$ cat src/rtl/apb_master.sv
// Single-outstanding APB requester: accepts one command at a time, runs
// SETUP/ACCESS on the APB bus, and returns read data plus error/timeout status.
module apb_master #(
  parameter int APB_DW  = 8,
  parameter int TO_W    = 8,
  parameter int TIMEOUT = 255
) (
  input  logic              clk,
  input  logic              rst,
  input  logic              cmd_valid,
  output logic              cmd_ready,
  input  logic              cmd_write,
  input  logic [APB_DW-1:0] cmd_addr,
  input  logic [APB_DW-1:0] cmd_wdata,
  output logic              rsp_valid,
  output logic [APB_DW-1:0] rsp_rdata,
  output logic              rsp_err,
  output logic              rsp_timeout,
  output logic [APB_DW-1:0] PADDR,
  output logic              PSEL,
  output logic              PENABLE,
  output logic              PWRITE,
  output logic [APB_DW-1:0] PWDATA,
  input  logic              PREADY,
  input  logic [APB_DW-1:0] PRDATA,
  input  logic              PSLVERR
);

  typedef enum logic [1:0] {
    S_IDLE   = 2'd0,
    S_SETUP  = 2'd1,
    S_ACCESS = 2'd2
  } state_t;

  localparam logic [TO_W-1:0] CNT_ONE = TO_W'(1);
  localparam logic [TO_W-1:0] CNT_MAX = {TO_W{1'b1}};
  localparam logic [TO_W-1:0] TO_LIM  = TO_W'(TIMEOUT);
  localparam bit              TO_EN   = (TIMEOUT != 32'sd0);

  state_t            r_state;
  state_t            w_state_nxt;
  logic [TO_W-1:0]   r_cnt;
  logic [TO_W-1:0]   w_cnt_nxt;
  logic              w_done;
  logic              w_abort;
  logic              w_accept;

  logic              r_psel;
  logic              r_penable;
  logic              r_pwrite;
  logic [APB_DW-1:0] r_paddr;
  logic [APB_DW-1:0] r_pwdata;
  logic              r_rsp_valid;
  logic [APB_DW-1:0] r_rsp_rdata;
  logic              r_rsp_err;
  logic              r_rsp_timeout;

  assign cmd_ready   = (r_state == S_IDLE);
  assign w_accept    = cmd_valid && (r_state == S_IDLE);
  assign PSEL        = r_psel;
  assign PENABLE     = r_penable;
  assign PWRITE      = r_pwrite;
  assign PADDR       = r_paddr;
  assign PWDATA      = r_pwdata;
  assign rsp_valid   = r_rsp_valid;
  assign rsp_rdata   = r_rsp_rdata;
  assign rsp_err     = r_rsp_err;
  assign rsp_timeout = r_rsp_timeout;

  // State and wait-counter registers.
  always_ff @(posedge clk or negedge rst) begin
    if (!rst) begin
      r_state <= S_IDLE;
      r_cnt   <= {TO_W{1'b0}};
    end else begin
      r_state <= w_state_nxt;
      r_cnt   <= w_cnt_nxt;
    end
  end

  // Next-state logic; the counter saturates so a disabled timeout never wraps.
  always_comb begin
    w_state_nxt = r_state;
    w_cnt_nxt   = r_cnt;
    w_done      = 1'b0;
    w_abort     = 1'b0;
    case (r_state)
      S_IDLE: begin
        if (cmd_valid) begin
          w_state_nxt = S_SETUP;
        end else begin
          w_state_nxt = S_IDLE;
        end
      end
      S_SETUP: begin
        w_state_nxt = S_ACCESS;
        w_cnt_nxt   = {TO_W{1'b0}};
      end
      S_ACCESS: begin
        if (PREADY) begin
          w_state_nxt = S_IDLE;
          w_done      = 1'b1;
        end else begin
          if (r_cnt == CNT_MAX) begin
            w_cnt_nxt = r_cnt;
          end else begin
            w_cnt_nxt = r_cnt + CNT_ONE;
          end
          if (TO_EN && (w_cnt_nxt == TO_LIM)) begin
            w_state_nxt = S_IDLE;
            w_abort     = 1'b1;
          end else begin
            w_state_nxt = S_ACCESS;
          end
        end
      end
      default: begin
        w_state_nxt = S_IDLE;
        w_cnt_nxt   = {TO_W{1'b0}};
      end
    endcase
  end

  // APB and response output registers, driven from the upcoming state.
  always_ff @(posedge clk or negedge rst) begin
    if (!rst) begin
      r_psel        <= 1'b0;
      r_penable     <= 1'b0;
      r_pwrite      <= 1'b0;
      r_paddr       <= {APB_DW{1'b0}};
      r_pwdata      <= {APB_DW{1'b0}};
      r_rsp_valid   <= 1'b0;
      r_rsp_rdata   <= {APB_DW{1'b0}};
      r_rsp_err     <= 1'b0;
      r_rsp_timeout <= 1'b0;
    end else begin
      r_psel      <= (w_state_nxt != S_IDLE);
      r_penable   <= (w_state_nxt == S_ACCESS);
      r_rsp_valid <= w_done || w_abort;
      if (w_accept) begin
        r_pwrite <= cmd_write;
        r_paddr  <= cmd_addr;
        r_pwdata <= cmd_wdata;
      end
      if (w_done) begin
        r_rsp_err     <= PSLVERR;
        r_rsp_timeout <= 1'b0;
        if (!r_pwrite) begin
          r_rsp_rdata <= PRDATA;
        end
      end else if (w_abort) begin
        r_rsp_err     <= 1'b1;
        r_rsp_timeout <= 1'b1;
      end
    end
  end

endmodule

$ cat config.mk
export PLATFORM = sky130hd
export DESIGN_NAME = apb_master
export DESIGN_NICKNAME = d
export VERILOG_FILES = /design/src/rtl/apb_master.sv
export SDC_FILE = /design/constraint.sdc
export NUM_CORES = 1
export LEC_CHECK = 0
export ABC_AREA = 1
export CAP_MARGIN = 0
export CORE_UTILIZATION = 45
export DETAILED_ROUTE_END_ITERATION = 6
export PLACE_DENSITY = 0.79
export SETUP_SLACK_MARGIN = 0.2
export SLEW_MARGIN = 20
export SYNTH_ARGS = -nofsm -noshare
export SYNTH_HDL_FRONTEND = slang
export SYNTH_SLANG_ARGS = --single-unit
$ cat constraint.sdc
create_clock -name clk -period 1.8 [get_ports clk]
set_input_delay 0.27 -clock clk [delete_from_list [all_inputs] [get_ports clk]]
set_output_delay 0.27 -clock clk [all_outputs]
set_load 0.05 [all_outputs]
# Word level (Yosys, flattened, before mapping)
# Cells that the tools add are included.
# classes
n_mul,0
shifts,0
order_cmp,0
n_mux,17
add_sub_neg,1
reduce_logical,7
n_eq_ne,6
bitwise,2
n_div,0
# op_table
cell,n
8-bit 2-to-1 mux,4
"8-bit equality test, second input constant",2
8-bit one-hot mux with 2 select lines,1
1-bit 2-to-1 mux,9
"8-bit by 1-bit adder with 8-bit output, second input constant",1
2-bit one-hot mux with 3 select lines,1
"2-bit equality test, second input constant",2
2-bit 2-to-1 mux,2
2-bit AND reduction,2
2-bit nonzero test,2
"2-bit by 1-bit equality test with 1-bit output, second input constant",1
2-bit logical NOT,1
"2-bit != test, second input constant",1
1-bit inverter,2
1-bit logical AND,1
1-bit logical OR,1
# totals
ff_bits,40
memories,0
ram_bits,0
rom_bits,0
latchBits,0
wordCells,44
output_inout_bits,31

# Logic depth before layout (Yosys ltp)
# depth
ltp_word,10
depth_mapped,12
ltp_nobuf,12

# Least setup slack after synthesis
# Ideal clock, no wire load.
# synth_timing
kind,register to register
from,register r_state[1]
to,register r_paddr[0] (netlist: PADDR[0])
t_arrival_ns,1.988
path_buffers,1
path_stages_with_launch,7
setup_time_ns,0.066
slack_ns,-0.254
required_ns,1.734
path_cell_list,dfrtp_1 -> nor2_1 -> nand2_1 -> inv_2 -> buf_2 -> nand2_1 -> nand2_1
# synth_between
elab_chain_len,2
# synth_rtl
item,line_no,rtl
from (decl),40,state_t r_state;
from (signal assigned),76,r_state <= w_state_nxt;
2-bit logical NOT,n/a,
named net cmd_ready,11,"output logic cmd_ready,"
1-bit logical AND,59,assign w_accept = cmd_valid && (r_state == S_IDLE);
to (signal assigned),130,r_paddr <= {APB_DW{1'b0}};
to (signal assigned),142,r_paddr <= cmd_addr;
to (decl),51,logic [APB_DW-1:0] r_paddr;
# The timed path passes the listed nets, and every way through them passes these cells.
# A chain may end at the register's enable or synchronous reset.

# Final worst setup path
# layout_timing
from,register r_cnt[0]
to,register r_psel (netlist: PSEL)
# layout_between
elab_chain_len,9
# layout_rtl
item,line_no,rtl
from (decl),42,logic [TO_W-1:0] r_cnt;
from (signal assigned),74,r_cnt <= {TO_W{1'b0}};
from (signal assigned),77,r_cnt <= w_cnt_nxt;
8-bit by 1-bit adder with 8-bit output or 8-bit equality test (tied branches),"107, 104",
8-bit 2-to-1 mux *,104,if (r_cnt == CNT_MAX) begin
8-bit 2-to-1 mux *,100,if (PREADY) begin
8-bit 2-to-1 mux *,87,case (r_state)
8-bit equality test *,109,if (TO_EN && (w_cnt_nxt == TO_LIM)) begin
2-bit 2-to-1 mux *,109,
2-bit 2-to-1 mux *,100,
2-bit one-hot mux with 3 select lines *,87,
2-bit nonzero test *,137,r_psel <= (w_state_nxt != S_IDLE);
to (signal assigned),137,
to (decl),48,logic r_psel;
# Every way passes the cells marked *; elsewhere a longest branch is shown, timed or not. The select of a mux whose other input is x is not followed.

==> results.sh <==
export IMPL_worst_pin_slew_ns=0.508
export IMPL_htree_levels=2
export IMPL_synth_compound_area_share_pct=5.10
export IMPL_ios=61
export IMPL_hold_viol=0
export IMPL_leakagePower_nw=1.31
export IMPL_rsz0062_at_grt="true"
export IMPL_die_w_um=65.1
export IMPL_synthSimpleGateAreaFrac_pct=29.1
export IMPL_dp_cells=309
export IMPL_synth_xor_area_share_pct=0
export IMPL_syn_avg_cell_area_um2=9.00
export IMPL_path_buf_inv=1
export IMPL_grt_first_pass_wirelength_mm=6.40
export IMPL_slew_headroom_pct=66.3
export IMPL_path_delay_family="simple AND/OR/NAND/NOR gates"
export IMPL_fin_crit_sh_pct=88.1
export IMPL_gp_congestion=0.900
export IMPL_finalWorstSetupSlack_ns=0.214
export IMPL_synthTopCellsByCount="82 x nand2_1, 40 x dfrtp_1, 14 x inv_1, 10 x o21ai_1, 9 x nand3_1"
export IMPL_synth_fp_nets=230
export IMPL_routed_wl_mm=3.74
export IMPL_synth_edff_count=0
export IMPL_grt_total_usage_pct=20.0
export IMPL_cp_required_ns=1.97
export IMPL_max_freq_ghz=0.630
export IMPL_overflow=0
export IMPL_drc=0
export IMPL_setup_violations_final=0
export IMPL_dieArea_mm2=0.00424
export IMPL_wl_per_cell_um=11.7
export IMPL_finalMaxSlewViolations=0
export IMPL_synthAdderAreaFrac_pct=0.698
export IMPL_startpoint_type="flip-flop"
export IMPL_maxCapViolCount=0
export IMPL_crit_chain="buf_4, nand3_1, nor2_2, nand2_1, nand2_1, nand3_1, nor2_2, nand2_1, nand2_2, o211ai_1"
export IMPL_async_flop_share_pct=100
export IMPL_final_layout_size_suffix_gt1_share_pct=17.3
export IMPL_p_per_area_mw_per_mm2=1740
export IMPL_muxShareOfSynthArea_pct=5.03
export IMPL_drt_first_iter_violations=90
export IMPL_cts_tree="yes"
export IMPL_via_count=1519
export IMPL_layout_area_seq_mm2=0.00100
export IMPL_cpPeakStageDelay_ns=0.40
export IMPL_synth_top_family_by_area="simple AND/OR/NAND/NOR gates"
export IMPL_tns_ns=0
export IMPL_seq_area_frac_synth_pct=55.9
export IMPL_max_clock_path_buffers=2
export IMPL_yosys_area_top_type_share_pct=55.9
export IMPL_worst_skew_pair_late_latency_ns=0.29
export IMPL_fin_cells=319
export IMPL_final_core_util_pct=69.2
export IMPL_hold_class="in2async"
export IMPL_outcome="finished clean"
export IMPL_synth_most_common_cell="nand2_1"
export IMPL_grt_max_degree=41
export IMPL_peakVddDrop_v=0.00104
export IMPL_period_minus_slack_ns=1.59
export IMPL_fp_row_count=22
export IMPL_cts_buffers_inserted=5
export IMPL_cts_num_sinks=40
export IMPL_antenna_found_initial=0
export IMPL_nFillCells=312
export IMPL_cpMaxStageDelayCell="dfrtp_1"
export IMPL_holdWs_ns=0.0142
export IMPL_fp_dieH_um=65.1
export IMPL_fin_skew_ns=0.00668
export IMPL_postSynthCellCount=199
export IMPL_cpMostUsedCell="nand2_1"
export IMPL_multi_input_area_um2=773
export IMPL_port_buffers=60
export IMPL_yosys_warnings=0
export IMPL_syn_area_mm2=0.00179
export IMPL_antenna_diode_count=0
export IMPL_ys_ff_latch=40
export IMPL_synth_top_cell_by_area="dfrtp_1"
export IMPL_dpl_instance_area_mm2=0.00247
export IMPL_grt_pass1_vias=1495
export IMPL_ys_types=23
export IMPL_critical_path_arrival_ns=1.76
export IMPL_place_hpwl_mm=2.67
export IMPL_critPathMaxFanout=3
export IMPL_final_cell_area_mm2=0.00259
export IMPL_synth_ff_type="dfrtp_1"
export IMPL_first_pass_iters=4
export IMPL_clk_pin_slew_worst_paths_ns=0.08
export IMPL_core_area_mm2=0.00374
export IMPL_vias_per_cell=4.76
export IMPL_cts_root_buf="clkbuf_8"
export IMPL_area_delta_synth_final_pct=44.5
export IMPL_report_power_total_mw=4.50
export IMPL_crit_path_end_kind="flip-flop"
export IMPL_post_place_ws_ns=0.143
export IMPL_ant_nets=0
export IMPL_crit_type="reg2reg"
export IMPL_ys_top_cells_by_area="dfrtp_1 56%, nand2_1 17%, mux2_1 5.0%"
export IMPL_nets=301
export IMPL_start_util_pct=47.9
## sequential cells by signal, indices dropped and copies added, names as in the netlist
register / count
PADDR: 8
PENABLE: 1
PWDATA: 8
rsp_err: 1
rsp_rdata: 8
rsp_timeout: 1
r_cnt: 8
PWRITE: 1
rsp_valid: 1
r_state: 2
PSEL: 1
## cells by family after synthesis
kind of cell / Yosys count
multiplexers: 8
flip-flops: 40
adder cells (fa/ha/maj): 1
AO/OA/AOI/OAI: 17
buffers and inverters: 19
AND/OR/NAND/NOR: 114
## cell usage in the layout, fill, tap and decap left out, drive strengths merged
master         Yosys  final
clkdlybuf4s50      0     28
nor2              14     14
o21ai             16     16
clkbuf             1      5
dlygate4sd2        0     29
o211ai             1      1
clkinv             0      3
or2                1      1
ha                 1      1
dfrtp             40     40
nand2             88     88
mux2               8      8
buf                1      9
inv               17     17
nand3             10     10
nor3               1      1
## path summary, 6_finish.rpt
check | start | endpoint | slack (ns) | cells after the start
worst max-delay path | r_cnt[0] | PSEL | 0.21 | 10
worst min-delay path | rst | PADDR[6] | 0.01 | 2
worst max register to register | r_cnt[0] | PSEL | 0.21 | 10
worst min register to register | PADDR[0] | PADDR[0] | 0.48 | 2
max in group asynchronous | rst | r_cnt[2] | 1.41 | 2
min in group clk | PADDR[0] | PADDR[0] | 0.48 | 2
## repair_timing
action | CTS | global route
resized for setup | 31 | 13
hold buffers | 0 | 0
endpoints found under the setup margin | 33 | 4
pin swaps | 0 | 2
setup buffers | 2 | 0
## metal layers
metal | vias up | part of all wire [%] | GRT usage (%)
met2 | 55 | 47 | 32.3
li1 | 765 | - | -
met1 | 691 | 45 | 25.3
met5 | - | 0 | 0
met3 | 8 | 6.0 | 5.21
met4 | 0 | 1.9 | 8.97
## power by group
group | switching, mW | internal [mW]
logic | 1.79 | 0.681
registers | 0.200 | 1.25
clock network | 0.309 | 0.270
total | 2.30 | 2.20
## cell type report
class	instances	share of cell area, %
Sequential cell	40	38.7
Multi-Input combinational cell	140	29.9
Timing Repair Buffer	66	23.2
Clock buffer	5	2.66
Inverter	17	2.56
Tap cell	48	2.32
Clock inverter	3	0.725
Power figures use the tool's default switching activity.
